## src/rtl/vga_sync_gen.sv

```systemverilog
// 640x480@60 raster timing generator: pixel-tick divider, h/v counters, registered sync/active/position.
// Optional colour-bar test pattern on rgb when VGA_SYNC_GEN_TESTPAT_EN is defined.
module vga_sync_gen #(
  parameter int CLK_DIV  = 4,
  parameter int H_ACTIVE = 640,
  parameter int H_FP     = 16,
  parameter int H_SYNC   = 96,
  parameter int H_BP     = 48,
  parameter int V_ACTIVE = 480,
  parameter int V_FP     = 10,
  parameter int V_SYNC   = 2,
  parameter int V_BP     = 33
) (
  input  logic        clk,
  input  logic        reset,
  output logic        pix_tick,
  output logic        hsync,
  output logic        vsync,
  output logic        active,
  output logic [9:0]  x,
  output logic [9:0]  y,
  output logic        frame_start,
  output logic [11:0] rgb
);

  localparam int H_TOTAL = H_ACTIVE + H_FP + H_SYNC + H_BP;
  localparam int V_TOTAL = V_ACTIVE + V_FP + V_SYNC + V_BP;
  localparam int DIV_W   = (CLK_DIV > 1) ? $clog2(CLK_DIV) : 1;

  localparam logic [DIV_W-1:0] DIV_LAST = DIV_W'(CLK_DIV - 1);
  localparam logic [9:0] H_LAST   = 10'(H_TOTAL - 1);
  localparam logic [9:0] V_LAST   = 10'(V_TOTAL - 1);
  localparam logic [9:0] H_VIS    = 10'(H_ACTIVE);
  localparam logic [9:0] V_VIS    = 10'(V_ACTIVE);
  localparam logic [9:0] HS_START = 10'(H_ACTIVE + H_FP);
  localparam logic [9:0] HS_END   = 10'(H_ACTIVE + H_FP + H_SYNC);
  localparam logic [9:0] VS_START = 10'(V_ACTIVE + V_FP);
  localparam logic [9:0] VS_END   = 10'(V_ACTIVE + V_FP + V_SYNC);

  logic [DIV_W-1:0] div;
  logic             advance;
  logic [9:0]       nx;
  logic [9:0]       ny;
  logic             n_active;

  // Outputs are decoded from the next position so they land together on the advance edge.
  always_comb begin
    advance = (div == DIV_LAST);
    nx      = x + 1'b1;
    ny      = y;
    if (x == H_LAST) begin
      nx = '0;
      ny = (y == V_LAST) ? '0 : y + 1'b1;
    end
    n_active = (nx < H_VIS) && (ny < V_VIS);
  end

  always_ff @(posedge clk) begin
    if (reset) begin
      div         <= '0;
      x           <= H_LAST;
      y           <= V_LAST;
      hsync       <= 1'b1;
      vsync       <= 1'b1;
      active      <= 1'b0;
      pix_tick    <= 1'b0;
      frame_start <= 1'b0;
    end else begin
      pix_tick    <= advance;
      frame_start <= advance && (nx == '0) && (ny == '0);
      div         <= advance ? '0 : div + 1'b1;
      if (advance) begin
        x      <= nx;
        y      <= ny;
        hsync  <= !((nx >= HS_START) && (nx < HS_END));
        vsync  <= !((ny >= VS_START) && (ny < VS_END));
        active <= n_active;
      end
    end
  end

`ifdef VGA_SYNC_GEN_TESTPAT_EN
  localparam int unsigned BAR_W = H_ACTIVE / 8;

  logic [2:0]  bar;
  logic [11:0] n_rgb;

  always_comb begin
    bar = '0;
    for (int unsigned i = 1; i < 8; i++) begin
      if (nx >= 10'(i * BAR_W)) bar = 3'(i);
    end
    case (bar)
      3'd0:    n_rgb = 12'hFFF;
      3'd1:    n_rgb = 12'hFF0;
      3'd2:    n_rgb = 12'h0FF;
      3'd3:    n_rgb = 12'h0F0;
      3'd4:    n_rgb = 12'hF0F;
      3'd5:    n_rgb = 12'hF00;
      3'd6:    n_rgb = 12'h00F;
      default: n_rgb = 12'h000;
    endcase
    if (!n_active) n_rgb = '0;
  end

  always_ff @(posedge clk) begin
    if (reset) begin
      rgb <= '0;
    end else if (advance) begin
      rgb <= n_rgb;
    end
  end
`else
  assign rgb = '0;
`endif

endmodule
```

## config.mk

```make
export PLATFORM = sky130hd
export DESIGN_NAME = vga_sync_gen
export DESIGN_NICKNAME = d
export VERILOG_FILES = /design/src/rtl/vga_sync_gen.sv
export SDC_FILE = /design/constraint.sdc
export NUM_CORES = 1
export LEC_CHECK = 0
export ABC_CLOCK_PERIOD_IN_PS = 2300
export BUFFER_PORTS_ARGS = -buffer_cell sky130_fd_sc_hd__buf_4
export CORE_MARGIN = 2
export CORE_UTILIZATION = 49
export DETAILED_ROUTE_END_ITERATION = 8
export PLACE_DENSITY = 0.78
export SETUP_SLACK_MARGIN = 0.1
export SLEW_MARGIN = 20
export SYNTH_ARGS = -nofsm -noshare
export SYNTH_HDL_FRONTEND = slang
export SYNTH_SLANG_ARGS = --single-unit
```

## constraint.sdc

```tcl
create_clock -name clk -period 2.3 [get_ports clk]
set_input_delay 0.46 -clock clk [delete_from_list [all_inputs] [get_ports clk]]
set_output_delay 0.46 -clock clk [all_outputs]
set_load 0.01 [all_outputs]
```

==> flow_summary.json <==
{
  "seqPwrFrac": 0.441,
  "synth-simple-area-share": 0.2976,
  "synth_cells": 223,
  "drt_iter0_drc": 131,
  "grt_pass1_vias": 1519,
  "grt_use_total": 0.2205,
  "gp_congestion": 0.9646,
  "critPathBufInv": 1,
  "placed_cells": 297,
  "switching_share": 0.3628,
  "synth-xor-area-share": 0.06341,
  "clock_path_buffers": 2,
  "drtPass1Iterations": 4,
  "cp_slowest_cell": "dfxtp_4",
  "muxShareOfSynthArea": 0.01115,
  "synth_flop_cell": "dfxtp_1",
  "synthToLayoutAreaGrowth_pct": 17.98,
  "grt.overflow.total": 0,
  "rsz0062_at_grt": "yes",
  "core_area_mm2": 0.003416,
  "setup_viol": 0,
  "finalCritPeriodShare": 0.9321,
  "synth_compound_area_frac": 0.1902,
  "final_antenna_net_count": 0,
  "die_x_um": 64.53,
  "synth_edf_count": 0,
  "grt_max_degree": 16,
  "yosys.area_share.adder": 0.03484,
  "drive_above_1_share": 0.2784,
  "critPathRequiredTime_ns": 2.55,
  "routed_wl_mm": 4.380,
  "io_pins": 39,
  "peakVddDrop_mv": 0.2932,
  "final_common_cell": "buf_4",
  "power.density_mw_per_mm2": 548.3,
  "final_cells": 301,
  "crit_chain": "ha_2, and4_4, and3_1, buf_4, a211o_1, a21oi_1, a21oi_1, o32a_1",
  "reg2reg_slack_ns": 0.16,
  "pwr-share-clk": 0.193,
  "routed_via_density": 5.674,
  "n_fill_cell": 320,
  "grt_pass1_wl_mm": 7.169,
  "clock_latency_ns": 0.35,
  "critPathArrivalTime_ns": 2.40,
  "netlist-cell-type-count": 58,
  "num_rows": 21,
  "cts_tree": "built",
  "synth_top_family_by_area": "simple AND/OR/NAND/NOR gates",
  "crit_family": "compound AO/OA/AOI/OAI gates",
  "holdCritPathClass": "input port to register",
  "wire_per_inst_um": 14.55,
  "syn_avg_cell_area_um2": 8.051,
  "start_kind": "register",
  "via_count": 1708,
  "fin_setup_tns_ns": 0,
  "min_period_ns": 2.144,
  "nNetsFinal": 263,
  "crit_top_cell": "a21oi_1",
  "antenna_found_initial": 0,
  "drv_slew": 0,
  "ys_ff_latch": 27,
  "clk_pin_slew_ns": 0.16,
  "cts_root_buf": "clkbuf_4",
  "status": "complete, no violations",
  "finClkSkew_ns": 0.01118,
  "p_int_uw": 740.1,
  "post-route-util": 0.6201,
  "end_kind": "register",
  "max_freq_mhz": 466.5,
  "drc_errors": 0,
  "most-common-layout-cells": "43 x buf_4, 22 x dfxtp_1, 19 x nor2_1",
  "power_leakage_nw": 0.8833,
  "port_buffers": 26,
  "netlist_area_mm2": 0.001795,
  "report.final.hold_viol_count": 0,
  "ys.warnings.count": 0,
  "cts_made_buffers": 3,
  "die_area_mm2": 0.004164,
  "critical_path_class": "register to register",
  "cts_num_sinks": 27,
  "cts_hold_buffers": 0,
  "critPathMaxFanout": 11,
  "max_stage_delay_ns": 0.40,
  "dpl.hpwl_mm": 3.244,
  "antenna-diode-count": 0,
  "ys_seq_area_frac": 0.3010,
  "cts_htree_levels": 1,
  "die_h_um": 64.53,
  "initial_core_util": 0.5256,
  "drv_cap": 0,
  "power_switching_uw": 421.5,
  "async_flop_share": 0,
  "combPwrFrac": 0.366
}
state kept, by name, summed over array words and instances, names as in the netlist:
| name | cells |
|---|---|
| active | 1 |
| div | 2 |
| frame_start | 1 |
| hsync | 1 |
| pix_tick | 1 |
| vsync | 1 |
| x | 10 |
| y | 10 |
routing by layer:
metal | GRT usage | vias to the layer above | routed length, um
li1 | - | 844 | -
met1 | 0.3100 | 791 | 2027
met2 | 0.3372 | 67 | 1975
met3 | 0.03819 | 6 | 322
met4 | 0.08245 | 0 | 55
met5 | 0 | - | 0
cell usage after synthesis, types with 2 or more instances:
cell,count,area share
and3_1,2,0.0070
or2_2,2,0.0070
mux2i_1,2,0.011
buf_4,12,0.050
nor2_1,19,0.040
o21ai_0,15,0.042
o41ai_1,2,0.0098
and3_2,4,0.017
or3_1,4,0.014
dfxtp_1,27,0.30
nand3_1,11,0.031
nor2b_1,2,0.0070
ha_1,5,0.035
inv_1,5,0.010
a21oi_1,16,0.045
o31ai_1,2,0.0084
or4_1,2,0.0084
o211ai_1,3,0.013
buf_2,5,0.014
nand4_1,6,0.021
nand2_1,14,0.029
xor2_1,6,0.029
or2_1,2,0.0070
nand2b_1,2,0.0070
xnor2_1,7,0.034
nor3_1,5,0.014
clkbuf_1,7,0.015
nand3b_1,2,0.0084
and4_1,2,0.0098
o32a_1,2,0.011
repair_timing:
action | in CTS | in global routing
setup endpoints to repair | 0 | 3
setup buffers | 0 | 0
gates resized for setup | 0 | 9
kinds of logic (layout without fill, tap and decap cells):
logic type,Yosys count,in the layout
AOI/OAI and AO/OA,53,53
muxes,2,2
xor gates and xnor gates,13,13
adders and majority gates,5,5
other,1,12
DFF,27,27
and+or+nand+nor,90,90
buffers and inverters,32,53
worst reg2reg max path: cells and delay by family, from the launching register on:
kind | cells | cell delay (ns)
compound gates | 4 | 0.90
flops | 1 | 0.40
simple gates | 2 | 0.38
fa+ha+maj | 1 | 0.20
buf+inv | 1 | 0.17
path summary, 6_finish.rpt:
kind,endpoint,depth (start not counted),startpoint
max,vsync,8,x[1]
min,x[6],2,reset
max reg2reg,vsync,8,x[1]
min reg2reg,div[0],1,div[0]
power groups by stage:
stage                     clock network, mW  logic, mW  registers [mW]
after global routing                  0.246      0.468           0.515
after detailed placement                  0      0.400           0.521
after CTS                             0.221      0.401           0.511
final                                 0.224      0.426           0.512
after floorplan                           0      0.297           0.524
after global placement                    0      0.395           0.520
through the flow:
step	hold WS [ns]	total power [mW]	setup slack, ns	cell area, um2
global placement	0.4133	0.9159	0.1631	2066
finish	0.3896	1.162	0.1562	2118
global route	0.3911	1.229	0.08746	2118
CTS	0.3937	1.133	0.1117	2093
floorplan	0.3987	0.8209	0.1117	1842
detailed placement	0.4193	0.9208	0.1242	2066
area by class of cell:
type                    instances  area, um2  area share
inverters                       6      22.52     0.01063
clock buffers                   3      22.52     0.01063
well taps                      46      57.56     0.02717
clock inverters                 1      5.005    0.002363
multi-input cells             175       1139      0.5375
flip-flops and latches         27      549.3      0.2593
repair buffers                 43      322.8      0.1524
(Power assumes the default switching activity.)
